[src/rtl/dh_pkg.sv]
// Shared definitions for the challenge/response side of the key exchange:
// responder state encoding, default sizing and timeout-counter width helper.
package dh_pkg;

    localparam int DEF_WIDTH  = 4;
    localparam int DEF_KEY_TO = 15;
    localparam int DEF_ACK_TO = 15;

    typedef enum logic [2:0] {
        IDLE     = 3'd0,
        WAIT_KEY = 3'd1,
        CALC     = 3'd2,
        SEND     = 3'd3,
        ERR      = 3'd4
    } state_e;

    // Bits needed to hold the larger of the two timeout limits.
    function automatic int cnt_width(input int a, input int b);
        int m;
        m = (a > b) ? a : b;
        return (m < 1) ? 1 : $clog2(m + 1);
    endfunction

endpackage

[src/rtl/challenge_responder.sv]
// Answers a challenge with c2 = challenge XOR key; c2_vld_o rises two edges after an accepted challenge.
// c2_vld_o/c2_o hold until c2_ack_i or ACK_TO cycles in SEND; challenges arriving while busy are dropped.
module challenge_responder
    import dh_pkg::*;
#(
    parameter int WIDTH  = DEF_WIDTH,
    parameter int KEY_TO = DEF_KEY_TO,
    parameter int ACK_TO = DEF_ACK_TO
) (
    input  logic             clk,
    input  logic             rst,
    input  logic [WIDTH-1:0] key_i,
    input  logic             key_vld_i,
    input  logic [WIDTH-1:0] chal_i,
    input  logic             chal_vld_i,
    output logic [WIDTH-1:0] c2_o,
    output logic             c2_vld_o,
    input  logic             c2_ack_i,
    output logic             busy_o,
    output logic             drop_o,
    output logic             err_o,
    output logic [7:0]       resp_cnt_o
);

    localparam int            CW       = cnt_width(KEY_TO, ACK_TO);
    localparam logic [CW-1:0] KEY_LAST = CW'(KEY_TO - 1);
    localparam logic [CW-1:0] ACK_LAST = CW'(ACK_TO - 1);

    state_e           state_q, state_d;
    logic [WIDTH-1:0] key_q, key_d;
    logic [WIDTH-1:0] chal_q, chal_d;
    logic [WIDTH-1:0] c2_q, c2_d;
    logic             key_loaded_q, key_loaded_d;
    logic [CW-1:0]    cnt_q, cnt_d;
    logic             c2_vld_q, c2_vld_d;
    logic             busy_q, busy_d;
    logic             drop_q, drop_d;
    logic             err_q, err_d;
    logic [7:0]       resp_cnt_q, resp_cnt_d;

    always_comb begin
        state_d      = state_q;
        key_d        = key_q;
        key_loaded_d = key_loaded_q;
        chal_d       = chal_q;
        c2_d         = c2_q;
        cnt_d        = '0;
        c2_vld_d     = 1'b0;
        resp_cnt_d   = resp_cnt_q;
        drop_d       = chal_vld_i && (state_q != IDLE);

        if (key_vld_i) begin
            key_d        = key_i;
            key_loaded_d = 1'b1;
        end

        case (state_q)
            IDLE: begin
                if (chal_vld_i) begin
                    chal_d  = chal_i;
                    state_d = (key_loaded_q || key_vld_i) ? CALC : WAIT_KEY;
                end
            end
            WAIT_KEY: begin
                if (key_vld_i)               state_d = CALC;
                else if (cnt_q == KEY_LAST)  state_d = ERR;
                else                         cnt_d   = cnt_q + 1'b1;
            end
            CALC: begin
                // key_q already holds any key that arrived with the challenge
                c2_d    = chal_q ^ key_q;
                state_d = SEND;
            end
            SEND: begin
                // an ack only counts once the consumer has seen valid high
                if (c2_vld_q && c2_ack_i) begin
                    state_d    = IDLE;
                    resp_cnt_d = resp_cnt_q + 8'd1;
                end else if (cnt_q == ACK_LAST) begin
                    state_d = ERR;
                end else begin
                    cnt_d    = cnt_q + 1'b1;
                    c2_vld_d = 1'b1;
                end
            end
            ERR:     state_d = IDLE;
            default: state_d = IDLE;
        endcase

        busy_d = (state_d != IDLE);
        err_d  = (state_d == ERR);
    end

    always_ff @(posedge clk or negedge rst) begin
        if (!rst) begin
            state_q      <= IDLE;
            key_q        <= '0;
            key_loaded_q <= 1'b0;
            chal_q       <= '0;
            c2_q         <= '0;
            cnt_q        <= '0;
            c2_vld_q     <= 1'b0;
            busy_q       <= 1'b0;
            drop_q       <= 1'b0;
            err_q        <= 1'b0;
            resp_cnt_q   <= '0;
        end else begin
            state_q      <= state_d;
            key_q        <= key_d;
            key_loaded_q <= key_loaded_d;
            chal_q       <= chal_d;
            c2_q         <= c2_d;
            cnt_q        <= cnt_d;
            c2_vld_q     <= c2_vld_d;
            busy_q       <= busy_d;
            drop_q       <= drop_d;
            err_q        <= err_d;
            resp_cnt_q   <= resp_cnt_d;
        end
    end

    assign c2_o       = c2_q;
    assign c2_vld_o   = c2_vld_q;
    assign busy_o     = busy_q;
    assign drop_o     = drop_q;
    assign err_o      = err_q;
    assign resp_cnt_o = resp_cnt_q;

endmodule

[config.mk]
export PLATFORM = sky130hd
export DESIGN_NAME = challenge_responder
export DESIGN_NICKNAME = d
export VERILOG_FILES = /design/src/rtl/dh_pkg.sv /design/src/rtl/challenge_responder.sv
export SDC_FILE = /design/constraint.sdc
export NUM_CORES = 1
export LEC_CHECK = 0
export ABC_AREA = 1
export CELL_PAD_IN_SITES_DETAIL_PLACEMENT = 1
export CELL_PAD_IN_SITES_GLOBAL_PLACEMENT = 2
export CORE_MARGIN = 2
export CORE_UTILIZATION = 30
export CTS_CLUSTER_DIAMETER = 100
export DETAILED_ROUTE_END_ITERATION = 8
export PLACE_DENSITY_LB_ADDON = 0.2
export REMOVE_ABC_BUFFERS = 1
export SYNTH_ARGS = -nofsm -noshare
export SYNTH_HDL_FRONTEND = slang
export SYNTH_SLANG_ARGS = --single-unit
[constraint.sdc]
create_clock -name clk -period 1.97 [get_ports clk]
set_clock_uncertainty 0.2 [all_clocks]
set_input_delay 0.394 -clock clk [delete_from_list [all_inputs] [get_ports clk]]
set_output_delay 0.394 -clock clk [all_outputs]
set_load 0.1 [all_outputs]
Word level (Yosys, flattened, before mapping) --
Index checks and enable logic that the tools add are counted.
Operators by class: add/subtract/negate cells 2, equal/unequal tests 5, muxes and demuxes 13, bitwise logic cells 1, reductions and logical operators 8
Operators with widths (number):
- 3-bit two-way mux | 4
- 4-bit two-way mux | 3
- 3-bit case mux with 4 select lines | 1
- 8-bit by 1-bit adder with 8-bit output, second input constant | 1
- 4-bit case mux with 2 select lines | 1
- 3-bit by 2-bit == test with 1-bit output, second input constant | 2
- 3-bit nonzero test | 2
- 4-bit by 1-bit adder with 4-bit output, second input constant | 1
- 4-bit == test, second input constant | 1
- 2-bit AND reduction | 2
- 4-bit XOR | 1
- 3-bit by 1-bit == test with 1-bit output, second input constant | 1
- 3-bit == test, second input constant | 1
- 3-bit logical NOT | 1
- 1-bit two-way mux | 3
- 1-bit logical AND | 2
- 2-bit two-way mux | 1
- 1-bit logical OR | 1
Storage, ports and cells: bits in registers 32, output and inout port bits 16, word-level logic and storage cells 40

Longest topological paths before layout --
Gate-level depths: netlist (run 1).
word-level depth 5, gate-level depth with buffers 7, gate-level depth less buffers 7

Worst setup path after synthesis (run 1) --
Ideal clock, no wire load.
path kind register to register, start register resp_cnt_q[0] (netlist: resp_cnt_o[0]), end register resp_cnt_q[4] (netlist: resp_cnt_o[4]), library setup time 68 ps, arrival time 1694 ps, data required time 1702 ps, path slack 8 ps, cell stages (with the launch flop) 7, period minus slack after synthesis 1962 ps, path through dfrtp_1 ha_1 inv_1 nor2_1 xor2_1 nand2_1 nand2_1
On the way: word-level cells in the longest chain between the ends 1
Ends and longest elaborated chain:
- start: declaration | RTL line challenge_responder.sv:39 | logic [7:0] resp_cnt_q, resp_cnt_d;
- start signal: assignment | RTL line challenge_responder.sv:118 | resp_cnt_q <= resp_cnt_d;
- 8-bit by 1-bit adder with 8-bit output | RTL line challenge_responder.sv:78 | resp_cnt_d = resp_cnt_q + 8'd1;
Every way passes these cells. A chain may end at the register's enable or synchronous reset.

Worst setup path after layout (run 1) --
start register cnt_q[0], end register busy_q (netlist: busy_o)
On the way: word-level cells in the longest chain between the ends 5, elaborated cells between the ends (all ways) 6
Ends and longest elaborated chain:
- start: declaration | RTL line challenge_responder.sv:34 | logic [CW-1:0] cnt_q, cnt_d;
- start signal: assignment | RTL line challenge_responder.sv:113 | cnt_q <= cnt_d;
- 4-bit == test (*) | RTL line challenge_responder.sv:66, challenge_responder.sv:79
- 3-bit two-way mux (*) | RTL line challenge_responder.sv:66, challenge_responder.sv:79
- 3-bit two-way mux, on equally long branches | RTL line challenge_responder.sv:76, challenge_responder.sv:65
- 3-bit case mux with 4 select lines (*) | RTL line challenge_responder.sv:57 | case (state_q)
- 3-bit nonzero test (*) | RTL line challenge_responder.sv:90 | busy_d = (state_d != IDLE);
- net busy_d | RTL line challenge_responder.sv:36 | logic busy_q, busy_d;
- end signal: assignment | RTL line challenge_responder.sv:115 | busy_q <= busy_d;
- end: declaration | RTL line challenge_responder.sv:36
Mark *: on every way through the listed nets, which the timed path passes. The rest lies on a longest branch.

==> metrics.md, run 1 <==
| Metric | Value |
|---|---|
| Power density over cell area | 1650 mW/mm2 |
| Clock H-tree levels | 2 |
| Largest area contributor in the netlist | dfrtp_1 |
| Leak | 1.09 nW |
| Critical Path RT | between 1.5 and 2 ns |
| Largest net degree at the start of global routing | 33 |
| Post-CTS Setup Inserts | 0 |
| Fmax | ~0.63 GHz |
| Utilization after layout | 0.444 |
| Setup slack after layout | between 0.3 and 0.4 ns |
| Total wire length | ~3.4 mm |
| Count leader, synth | nand2_1 |
| Wl on met1 | about 1.5 mm |
| CTS root buf | clkbuf_8 |
| Hold Buf Count CTS | 0 |
| First-pass GRT wire length | 5.87 mm |
| Top post-synthesis cells by count | nand2_1 (64), dfrtp_1 (32), inv_1 (19) |
| Placed instance area | between 0.0015 and 0.002 mm2 |
| R2R depth | 7 |
| Worst Max-Slew Pin Slew | 0.415 ns |
| CTS clk-pin slew, worst paths | about 0.06 ns |
| Met2 Wirelength | 1.68 mm |
| R2R setup slack | ~0.38 ns |
| Post-synth EDFFs | 0 |
| Synthesized area | between 0.001 and 0.0015 mm2 |
| GPL Wtd Cong | between 0.7 and 0.8 |
| Fillers | ~550 |
| Dpl cells | 268 |
| Fin. Hold Viols | 0 |
| Post-DP HPWL | approximately 2.6 mm |
| Main combinational cell family by area after synthesis | simple AND/OR/NAND/NOR gates |
| Initial antenna violation count | 0 |
| Yosys cell types | 18 |
| Share of layout cells above drive strength 1 | 0.154 |
| Worst Setup EP | busy_o |
| Area grow syn2layout | 43.2% |
| Post-route design area | 0.00210 mm2 |
| Drt via density | around 4.4 |
| Vias in the first global route | 1333 |
| Yosys warnings | 0 |
| Worst Setup End Kind | flip-flop |
| Port bufs | 28 |
| Register area share after synthesis | 0.547 |
| Vias | about 1200 |
| Nets@finish | 224 |
| I/O pins | 29 |
| Slew margin rel. | 0.723 |
| Run status | finished clean |
| Total CTS buffers | 5 |
| Total negative slack | 0 ns |
| Clk sinks | 32 |
| Post-synth ARST share | 1.00 |
| Mapped Avg Cell Area | around 8.5 um2 |
| Worst-path maximum fanout | 4 |
| Worst setup SP type | flip-flop |
| Synth Area in Adders | 0.0256 |
| Worst VDD drop | around 730 uV |
| FF-to-FF Start | cnt_q[0] |
| Synth Area in Compound Gates | 0.0205 |
| GR Util All Layers | 0.144 |
| Post_cts resized | 0 |
| Synthesized flop and latch total | 32 |
| Synthesized instance count | between 150 and 200 |
| RSZ-0062 raised after global routing | no |
| CTS max path bufs | 2 |
| Starting DRT DRC Count | 19 |
| # rows | 25 |
| DR pass1 iterations | 2 |
| Synth top area cells | dfrtp_1 (55%), nand2_1 (16%), inv_1 (4.9%) |
| Most used DFF post-synth | dfrtp_1 |
| Post-Layout Cell Count | ~280 |
| # setup viols final | 0 |
| Period minus WS final | approximately 1.6 ns |
| Max Used Layer | met4 |
| Worst setup path class | reg -> reg |
| GR Overflow Total | 0 |
| RR Endpoint | busy_o |
| Ant diodes | 0 |
| Worst Setup SP | cnt_q[0] |
| DRC viols | 0 |
| Clock insertion delay at the later pin of the skew report | around 0.28 ns |
| Initial Util | 0.310 |
| Synth Area in Simple Gates | 0.291 |
| Core area | approximately 0.0047 mm2 |
| Final ANT Viol Nets | 0 |
| Die area | between 0.005 and 0.006 mm2 |
| Place WS | approximately 0.12 ns |
| Max Cap Viol | 0 |
| Area share of the largest cell type after synthesis | 0.547 |
| Tcrit/Tclk final | 0.806 |
| CTS tree | built |
| Slew Limit Fails | 0 |
| Die Span Y | approximately 74 um |
| Hold Crit Depth | 2 |
| Wire length on met3 | 134 um |
| Mux cell area share after synthesis | 0 |
| WL per Instance | approximately 12 um |
| Arrival @ worst endpoint | between 1.5 and 2 ns |
| Xor/xnor share of the synthesized area | 0.0598 |
| Worst hold path type | reg -> reg |
| Die Span X | approximately 74 um |
cells by family after synthesis:
family	after synthesis
AND/OR/NAND/NOR	99
flip-flops	32
buffers and inverters	22
XOR/XNOR	10
AO/OA/AOI/OAI	6
adder cells (fa/ha/maj)	3
power by group:
| part | leakage, nW | switching (W) | internal, W |
|---|---|---|---|
| Combinational | 0.640 | 0.00119 | 0.000627 |
| Sequential | 0.402 | 0.000238 | 0.000856 |
| Clock | 0.0503 | 0.000232 | 0.000311 |
| Total | 1.09 | 0.00166 | 0.00179 |
state kept, by name (all words and copies together), names as in the netlist:
signal,cells
state_q,3
busy_o,1
chal_q,4
c2_vld_o,1
err_o,1
c2_o,4
resp_cnt_o,8
key_loaded_q,1
drop_o,1
cnt_q,4
key_q,4
layer usage:
| layer | vias to the layer above | track usage |
|---|---|---|
| li1 | 599 | - |
| met4 | 0 | 0.0747 |
| met3 | 7 | 0.0412 |
| met5 | - | 0 |
| met1 | 582 | 0.182 |
| met2 | 20 | 0.224 |
through the flow:
step	hold WS [ns]	total power (W)
after CTS	0.297	0.00350
after floorplan	-0.102	0.00223
after detailed placement	0.285	0.00294
after global placement	0.272	0.00290
after global routing	0.323	0.00365
final	0.295	0.00345
critical path: stages, from the launching register on:
cell     delay, ns
dfrtp_1       0.41
inv_1         0.07
ha_1          0.14
nand3_1       0.16
nand3_1       0.16
nand2_1       0.09
nor2_1        0.15
nand3_1       0.09
worst min path at each step:
stage	slack, ns	start	endpoint
4_1_cts	0.30	cnt_q[0]	cnt_q[0]
6_report	0.29	key_loaded_q	key_loaded_q
3_5_place_dp	0.28	key_loaded_q	key_loaded_q
2_1_floorplan	-0.10	rst	busy_o
3_3_place_gp	0.27	cnt_q[0]	cnt_q[0]
5_1_grt	0.32	cnt_q[0]	cnt_q[0]
cell type report:
cell class | instances | area, um2 | share of cell area
tap | 67 | 83.8 | 0.0400
inverter | 21 | 78.8 | 0.0376
multi-input combinational | 118 | 581 | 0.277
sequential | 32 | 801 | 0.382
clock buffer | 7 | 96.3 | 0.0460
timing repair buffer | 30 | 455 | 0.217
placed cells by master, fill, tap and decap left out:
cell and instances:
nand2_1 64, dfrtp_1 32, inv_1 19, buf_12 16
nor2_1 13, nand3_1 12, clkdlybuf4s50_1 12, clkbuf_8 7
xnor2_1 5, xor2_1 5, o21ai_0 5, nand4_1 4
ha_1 3, inv_2 2, nor2_2 2, buf_4 2
o21ai_1 1, nand3_2 1, nor3_2 1, nand2_4 1
nand3b_1 1
(Power assumes the default switching activity.)
==> inputs of run 2 (changes only) <==
- clock period: 1.97 -> 1.5 ns (I/O delays scaled with it)
==> run 2 against run 1 <==
  * Clock power grew 32%
  * Die area did not move
  * Sequential share of layout area down 3.2 points
  * Routed wire length grew 9.3%
  * Critical path type is now reg -> out
  * Critical path depth is 5 lower
==> metrics.md, run 2 (synthesized netlist as in run 1, its figures left out) <==
| Metric | Value |
|---|---|
| Run status | finished clean |
| Die Span Y | between 70 and 80 um |
| Clock H-tree levels | 2 |
| Setup slack after layout | between 0.02 and 0.025 ns |
| Area grow syn2layout | 57.3% |
| Worst setup path class | reg -> out |
| Worst Setup End Kind | output pin |
| Clk sinks | 32 |
| Largest net degree at the start of global routing | 33 |
| Worst Max-Slew Pin Slew | between 0.2 and 0.25 ns |
| Internal power | approximately 0.0026 W |
| Core area | 0.00472 mm2 |
| I/O pins | 29 |
| Total wire length | between 3 and 4 mm |
| Total CTS buffers | 5 |
| Worst VDD drop | roughly 900 uV |
| Die area | approximately 0.0055 mm2 |
| Vias | around 1300 |
| Share of layout cells above drive strength 1 | 0.305 |
| Fin. Hold Viols | 0 |
| Arrival @ worst endpoint | about 0.98 ns |
| Initial antenna violation count | 0 |
| Area occupied by multi-input gates | about 640 um2 |
| Vias in the first global route | around 1400 |
| GR Overflow Total | 0 |
| Port bufs | 28 |
| Slew margin rel. | 0.852 |
| FF/Latch Area | between 800 and 900 um2 |
| Final ANT Viol Nets | 0 |
| NetSw | roughly 0.0023 W |
| Ant diodes | 0 |
| Max Cap Viol | 0 |
| CTS max path bufs | 2 |
| First-pass GRT wire length | slightly above 6 mm |
| Post-route design area | approximately 0.0023 mm2 |
| Fmax | 0.676 GHz |
| Worst setup SP type | flip-flop |
| Die Span X | roughly 74 um |
| DRC viols | 0 |
| CTS root buf | clkbuf_8 |
| Worst hold path type | in -> async |
| Clk pwr share | 0.144 |
| CTS clk-pin slew, worst paths | 0.07 ns |
| Starting DRT DRC Count | 51 |
| Nets@finish | 239 |
| GR Util All Layers | 0.152 |
| Leak | between 1 and 1.5 nW |
| FF-to-FF Start | cnt_q[0] |
| Most frequent cells in the layout | nand2_1 (60), dfrtp_1 (28), inv_1 (18) |
| Flop pwr share | 0.281 |
| Combinational power share | 0.575 |
| Commonest non-fill, non-tap cell in the layout | nand2_1 |
| Sw frac | 0.473 |
| # setup viols final | 0 |
| Slew Limit Fails | 0 |
| Period minus WS final | between 1 and 1.5 ns |
| # rows | 25 |
| Drt via density | 4.41 |
| Clock insertion delay at the later pin of the skew report | 0.28 ns |
| Place WS | -0.181 ns |
| Placed instance area | around 0.0021 mm2 |
| Power density over cell area | ~2200 mW/mm2 |
| Initial Util | 0.310 |
| GPL Wtd Cong | about 0.76 |
| Largest register FFs | 8 |
| Critical Path RT | 1.00 ns |
| RSZ-0062 raised after global routing | yes |
| Fillers | between 500 and 600 |
| Tcrit/Tclk final | 0.986 |
| Worst-path maximum fanout | 3 |
| DR pass1 iterations | 4 |
| Worst Setup SP | resp_cnt_o[0] |
| WL per Instance | around 13 um |
| CTS tree | built |
| Post-DP HPWL | between 2 and 3 mm |
[run 2: layout make-up]
class	count	share of cell area
Sequential cell	32	0.350
Multi-Input combinational cell	118	0.279
Timing Repair Buffer	45	0.259
Clock buffer	7	0.0418
Tap cell	67	0.0364
Inverter	21	0.0342
[run 2: power groups by stage]
stage / Sequential (W) / Clock (W) / Combinational, W
after floorplan: 0.00233 / 0 / 0.000596
after global placement: 0.00139 / 0 / 0.00256
after detailed placement: 0.00141 / 0 / 0.00263
after CTS: 0.00138 / 0.000738 / 0.00273
after global routing: 0.00143 / 0.000772 / 0.00304
final: 0.00139 / 0.000715 / 0.00285
[run 2: repair_timing]
action,4_1_cts,5_1_grt
resized for setup,4,23
pin swaps,1,4
buffers inserted,3,2
setup endpoints to repair,5,16
hold buffers,0,0
[run 2: path summary, 6_finish.rpt]
path	to	slack, ns	cells past startpoint
worst max-delay path	resp_cnt_o[0]	0.02	2
worst min register to register	chal_q[0]	0.29	2
max in group asynchronous	resp_cnt_o[3]	0.73	2
min in group clk	chal_q[0]	0.29	2
worst min-delay path	resp_cnt_o[6]	0.17	2
worst max register to register	busy_o	0.04	8
[run 2: critical path: stages (launching register included)]
cell	delay (ns)
dfrtp_1	0.41
buf_6	0.14
buf_12	0.15
[run 2: metrics by stage]
stage	setup TNS [ns]	total power, W	utilization	std cells	hold slack, ns
4_1_cts	-0.0123	0.00485	0.470	288	0.182
6_report	0	0.00496	0.487	290	0.171
3_5_place_dp	-1.59	0.00404	0.442	278	0.287
3_3_place_gp	-1.02	0.00395	0.442	278	0.272
2_1_floorplan	-4.81	0.00293	-	171	-0.196
5_1_grt	-0.110	0.00524	0.487	290	0.181
[run 2: routing by layer]
layer,track usage,part of all wire
met5,0,0
met3,0.0439,0.034
met2,0.252,0.52
met4,0.0545,0.014
met1,0.188,0.43
